**src/rtl/serial_receiver.sv**
```systemverilog
// rtl/serial_receiver.sv - UART 8N1 receiver with first-word-fall-through FIFO; optional 8E1 via SERIAL_RECEIVER_PARITY_EN
module serial_receiver #(
    parameter int CLK_IN = 100_000_000,
    parameter int BAUD   = 115200,
    parameter int DEPTH  = 16
) (
    input  logic                     clk,
    input  logic                     rst,
    input  logic                     rx,
    input  logic                     rd_en,
    output logic [7:0]               dout,
    output logic                     valid,
    output logic                     empty,
    output logic                     full,
    output logic [$clog2(DEPTH):0]   data_count,
    output logic                     framing_error,
    output logic                     overrun,
    output logic                     parity_error
);

    localparam int BIT_CYCLES  = CLK_IN / BAUD;
    localparam int HALF_CYCLES = BIT_CYCLES / 2;
    localparam int CW          = $clog2(BIT_CYCLES + 1);
    localparam int AW          = $clog2(DEPTH);
    localparam logic [CW-1:0] BIT_LAST  = CW'(BIT_CYCLES - 1);
    localparam logic [CW-1:0] HALF_LAST = CW'(HALF_CYCLES - 1);

    typedef enum logic [2:0] {
        S_IDLE   = 3'd0,
        S_START  = 3'd1,
        S_DATA   = 3'd2,
`ifdef SERIAL_RECEIVER_PARITY_EN
        S_PARITY = 3'd3,
`endif
        S_STOP   = 3'd4,
        S_BREAK  = 3'd5
    } state_t;

    state_t        state, state_next;
    logic          sync1, line;
    logic [CW-1:0] cnt, cnt_next;
    logic [2:0]    idx, idx_next;
    logic [7:0]    shift, shift_next;
    logic          wr_req, wr_req_next;
    logic          ferr_next;
    logic          perr_next;
    logic          bit_end;

`ifdef SERIAL_RECEIVER_PARITY_EN
    logic          par_bit, par_next;
    logic          perr_q;
`endif

    assign bit_end = (cnt == BIT_LAST);

    always_ff @(posedge clk or posedge rst) begin
        if (rst) begin
            sync1         <= 1'b1;
            line          <= 1'b1;
            state         <= S_IDLE;
            cnt           <= '0;
            idx           <= '0;
            shift         <= '0;
            wr_req        <= 1'b0;
            framing_error <= 1'b0;
`ifdef SERIAL_RECEIVER_PARITY_EN
            par_bit       <= 1'b0;
            perr_q        <= 1'b0;
`endif
        end else begin
            sync1         <= rx;
            line          <= sync1;
            state         <= state_next;
            cnt           <= cnt_next;
            idx           <= idx_next;
            shift         <= shift_next;
            wr_req        <= wr_req_next;
            framing_error <= ferr_next;
`ifdef SERIAL_RECEIVER_PARITY_EN
            par_bit       <= par_next;
            perr_q        <= perr_next;
`endif
        end
    end

`ifdef SERIAL_RECEIVER_PARITY_EN
    assign parity_error = perr_q;
`else
    assign parity_error = 1'b0;
`endif

    always_comb begin
        state_next  = state;
        cnt_next    = cnt;
        idx_next    = idx;
        shift_next  = shift;
        wr_req_next = 1'b0;
        ferr_next   = 1'b0;
        perr_next   = 1'b0;
`ifdef SERIAL_RECEIVER_PARITY_EN
        par_next    = par_bit;
`endif
        case (state)
            S_IDLE: begin
                cnt_next = '0;
                idx_next = '0;
                if (!line) state_next = S_START;
            end
            S_START: begin
                // Mid-start-bit check rejects glitches shorter than half a bit
                if (cnt == HALF_LAST) begin
                    cnt_next   = '0;
                    state_next = line ? S_IDLE : S_DATA;
                end else begin
                    cnt_next = cnt + CW'(1);
                end
            end
            S_DATA: begin
                if (bit_end) begin
                    cnt_next   = '0;
                    shift_next = {line, shift[7:1]};
                    idx_next   = idx + 3'd1;
                    if (idx == 3'd7) begin
`ifdef SERIAL_RECEIVER_PARITY_EN
                        state_next = S_PARITY;
`else
                        state_next = S_STOP;
`endif
                    end
                end else begin
                    cnt_next = cnt + CW'(1);
                end
            end
`ifdef SERIAL_RECEIVER_PARITY_EN
            S_PARITY: begin
                if (bit_end) begin
                    cnt_next   = '0;
                    par_next   = line;
                    state_next = S_STOP;
                end else begin
                    cnt_next = cnt + CW'(1);
                end
            end
`endif
            S_STOP: begin
                if (bit_end) begin
                    cnt_next = '0;
                    if (!line) begin
                        ferr_next  = 1'b1;
                        state_next = S_BREAK;
`ifdef SERIAL_RECEIVER_PARITY_EN
                    end else if (^{shift, par_bit}) begin
                        perr_next  = 1'b1;
                        state_next = S_IDLE;
`endif
                    end else begin
                        wr_req_next = 1'b1;
                        state_next  = S_IDLE;
                    end
                end else begin
                    cnt_next = cnt + CW'(1);
                end
            end
            S_BREAK: begin
                cnt_next = '0;
                if (line) state_next = S_IDLE;
            end
            default: begin
                state_next = S_IDLE;
                cnt_next   = '0;
            end
        endcase
    end

    logic [7:0]    mem [DEPTH];
    logic [AW-1:0] rd_ptr, wr_ptr;
    logic [AW:0]   count;
    logic          pop, push;

    assign valid      = (count != '0);
    assign empty      = !valid;
    assign full       = (count == (AW+1)'(DEPTH));
    assign data_count = count;
    assign dout       = mem[rd_ptr];
    assign pop        = rd_en && valid;
    // A pop in the same cycle frees the slot, so a write into a full FIFO still lands
    assign push       = wr_req && (!full || pop);
    assign overrun    = wr_req && full && !pop;

    always_ff @(posedge clk) begin
        if (push) mem[wr_ptr] <= shift;
    end

    always_ff @(posedge clk or posedge rst) begin
        if (rst) begin
            rd_ptr <= '0;
            wr_ptr <= '0;
            count  <= '0;
        end else begin
            if (push) wr_ptr <= wr_ptr + AW'(1);
            if (pop)  rd_ptr <= rd_ptr + AW'(1);
            case ({push, pop})
                2'b10:   count <= count + (AW+1)'(1);
                2'b01:   count <= count - (AW+1)'(1);
                default: count <= count;
            endcase
        end
    end

endmodule

```
**config.mk**
```make
export PLATFORM = sky130hd
export DESIGN_NAME = serial_receiver
export DESIGN_NICKNAME = d
export VERILOG_FILES = /design/src/rtl/serial_receiver.sv
export SDC_FILE = /design/constraint.sdc
export NUM_CORES = 1
export LEC_CHECK = 0
export CELL_PAD_IN_SITES_DETAIL_PLACEMENT = 1
export CELL_PAD_IN_SITES_GLOBAL_PLACEMENT = 2
export CORE_MARGIN = 2
export CORE_UTILIZATION = 44
export CTS_CLUSTER_DIAMETER = 40
export DETAILED_ROUTE_END_ITERATION = 16
export HOLD_SLACK_MARGIN = 0.03
export PLACE_DENSITY = 0.8
export SLEW_MARGIN = 0
export SYNTH_ARGS = -nofsm -noshare
export SYNTH_HDL_FRONTEND = slang
export SYNTH_SLANG_ARGS = --single-unit
```
**constraint.sdc**
```tcl
create_clock -name clk -period 8.35 [get_ports clk]
set_input_delay 1.67 -clock clk [delete_from_list [all_inputs] [get_ports clk]]
set_output_delay 1.67 -clock clk [all_outputs]
set_load 0.02 [all_outputs]
```
==> metrics <==
number of clock sinks seen by CTS=169; Finished Layout Cells=668; required time of the critical path=6.68 ns; detailed-route DRC error count=0; R2R depth=10; share of the yosys chip area belonging to registers=70.1%; master cell of the clock root buffer=sky130_fd_sc_hd__clkbuf_16; maximum number of pins on one net before global-route repair=42; wire length of the first global-routing pass=23.4 mm; Post-Route WL=14.4 mm; Final Cell Area=7940 µm²; post-route setup TNS=0 ns; hold buffers post-CTS=0; flip-flop cell with the highest count after synthesis=sky130_fd_sc_hd__edfxtp_1; portion of synthesized cell area occupied by the leading cell type=55.3%; DIE AREA=16,800 µm²; cell total after placement=637; total I/O pin count=23; ratio of routed vias to standard cells=5.52; highest achievable clock rate=0.206 GHz; setup slack at placement=3.53 ns; clock tree skew after final layout=0.00838 ns; TritonCTS Buffers=17; first-pass iteration count of the detailed router=6; capturing element type of the critical path=output port; final cell utilization of the core=51.8%; combined area of all synthesized cells=6950 µm²; post-cts gate resize count=0; Netlist cell types=44; critical path data arrival time=3.18 ns; Combinational Power Share=14.8%; number of rows in the core area=45; routed wirelength normalized by instance count=21.6 µm; Antenna diodes=0; Setup crit start kind=register; max-cap violation count=0; worst-case headroom to the max-slew limit=31.6%; 1st-iter DRT viols=200; core box area=15,300 µm²; horizontal die dimension=130 µm; Reg clk slew, reported paths=0.06 ns; run status=complete, no violations; DIE HEIGHT=130 µm; number of filler instances in the final layout=1,476; total of endpoints with negative setup slack in the final report=0; number of standard cells after synthesis=419; final worst-path cycle share=58.1%; top cell type by total area after synthesis=sky130_fd_sc_hd__edfxtp_1; Area Overhead vs Synth=14.3%; clock tree buffer depth=2; detailed placer's ending HPWL=9.30 mm; worst hold path type=reg -> reg; final hold violations=0; GP Congestion=0.797; share of flip-flops with an asynchronous set or reset=24.3%; highest ir drop seen on vdd=0.000164 V; insertion delay to the later sink of the worst-skew pair=0.42 ns; critical-path cell with the highest stage delay=sky130_fd_sc_hd__dfrtp_2; share of total power in sequential cells=48.6%; Internal Pwr Total=1.50 mW; power share of the clock group=36.6%; WS Path Type=reg -> out; largest stage delay on the critical path=0.76 ns; number of nets in the synthesized netlist=437; flip-flop and latch count after synthesis=169; Max Slew Vio Count=0; leading post-synthesis cells by instance count=sky130_fd_sc_hd__edfxtp_1 (128), sky130_fd_sc_hd__dfrtp_1 (39), sky130_fd_sc_hd__mux4_2 (32); top fanout value on the critical path=18; sw power=0.543 mW; pin slew with the least headroom to its limit=1.02 ns; Warnings, synthesis=0; via count of the first global-routing pass=4,055; overall routing resource usage=19.2%; share of final-layout standard cells stronger than drive strength 1=17.1%; setup fix buffers added after clock tree synthesis=0; leftover overflow at the end of global routing=0; largest cells by area after synthesis=sky130_fd_sc_hd__edfxtp_1 (55%), sky130_fd_sc_hd__dfrtp_1 (14%), sky130_fd_sc_hd__mux4_2 (10%); fin worst setup slack=3.50 ns; number of synthesized flops with an enable pin=128; worst hold slack=0.357 ns; antenna violations before repair=0; standard cell area after detailed placement=7380 µm²; worst-path cell chain=buf_4 > mux4_2 > a22oi_1 > nand2_1 > clkdlybuf4s50_1; Power Density=257 nW/µm²; number of levels the H-tree was split into=4; most frequent cell after synthesis=sky130_fd_sc_hd__edfxtp_1; total power=2.04 mW; Starting Density=45.4%; number of vias in the routed layout=3,690; average size of a mapped cell=16.6 µm²; number of instances on the worst hold path=0; final period demand of the worst path=4.85 ns; final antenna-violating net count=0; Layout Nets=463; setup repair after global routing missed its margin=no; LEAKAGE=3.11 nW; clock tree from TritonCTS=done; switch share=26.6%; number of port buffers=21
power groups by stage:
| stage | Sequential (mW) | Combinational, mW | Clock (mW) |
|---|---|---|---|
| 2_1_floorplan | 0.971 | 0.241 | 0 |
| 3_3_place_gp | 1.01 | 0.298 | 0 |
| 3_5_place_dp | 1.01 | 0.305 | 0 |
| 4_1_cts | 0.993 | 0.307 | 0.763 |
| 5_1_grt | 1.00 | 0.331 | 0.796 |
| 6_report | 0.991 | 0.302 | 0.746 |
layout make-up:
| class | count | area [µm²] | share of cell area (%) |
|---|---|---|---|
| inverter | 15 | 56.3 | 0.709 |
| multi-input combinational | 214 | 1920 | 24.2 |
| tap | 211 | 264 | 3.33 |
| timing repair buffer | 28 | 263 | 3.31 |
| clock buffer | 18 | 429 | 5.41 |
| clock inverter | 13 | 131 | 1.65 |
| sequential | 169 | 4870 | 61.4 |
worst paths after layout:
| path | slack (ns) | end | start |
|---|---|---|---|
| worst max-delay path | 3.50 | dout[2] | rd_ptr[0]$_DFFE_PP0P_ |
| worst min-delay path | 0.36 | line$_DFF_PP1_ | sync1$_DFF_PP1_ |
| worst max register to register | 4.76 | data_count[4]$_DFFE_PP0P_ | data_count[0]$_DFFE_PP0P_ |
| worst min register to register | 0.36 | line$_DFF_PP1_ | sync1$_DFF_PP1_ |
| max in group asynchronous | 6.29 | rd_ptr[0]$_DFFE_PP0P_ | rst |
| min in group asynchronous | 1.68 | state[0]$_DFFE_PP0P_ | rst |
registers in the layout (all words and copies together) (netlist names):
name	flops
mem	128
idx	3
rd_ptr	4
shift	8
wr_req	1
data_count	5
sync1	1
state	3
framing_error	1
cnt	10
wr_ptr	4
line	1
placed cells by master (no fill, tap or decap), types with 4 or more instances in the layout:
master / n
sky130_fd_sc_hd__a22oi_1: 16
sky130_fd_sc_hd__nor2_1: 30
sky130_fd_sc_hd__xor2_1: 6
sky130_fd_sc_hd__mux4_2: 32
sky130_fd_sc_hd__nand3_1: 6
sky130_fd_sc_hd__nor4_1: 4
sky130_fd_sc_hd__a21oi_1: 4
sky130_fd_sc_hd__nand2_1: 28
sky130_fd_sc_hd__o21ai_0: 11
sky130_fd_sc_hd__xnor2_1: 12
sky130_fd_sc_hd__clkbuf_16: 17
sky130_fd_sc_hd__buf_4: 7
sky130_fd_sc_hd__dfrtp_1: 38
sky130_fd_sc_hd__mux2_2: 8
sky130_fd_sc_hd__nor3_1: 10
sky130_fd_sc_hd__clkinv_4: 4
sky130_fd_sc_hd__clkdlybuf4s50_1: 21
sky130_fd_sc_hd__nand4_1: 4
sky130_fd_sc_hd__ha_1: 13
sky130_fd_sc_hd__edfxtp_1: 128
sky130_fd_sc_hd__inv_1: 15
logic make-up after synthesis:
logic type,share of synthesized area (%)
xor gates and xnor gates,2.27
and+or+nand+nor,6.70
DFF,70.1
AOI/OAI and AO/OA,4.13
buffers and inverters,2.18
adders and majority gates,2.63
muxes,11.9
other,0.0540
per-layer routing:
metal	track usage (%)	routed length, µm
met5	0	0
met4	6.77	239
met2	31.5	7230
met3	4.25	523
met1	25.5	6440
worst max-delay path, delay by kind of cell, from the launching register on:
family                 cells  cell delay (ns)
AND/OR/NAND/NOR            1             0.14
flip-flops                 1             0.76
multiplexers               1             0.55
AO/OA/AOI/OAI              1             0.27
buffers and inverters      2             1.02
No activity file was read; power rests on OpenSTA's default activity.
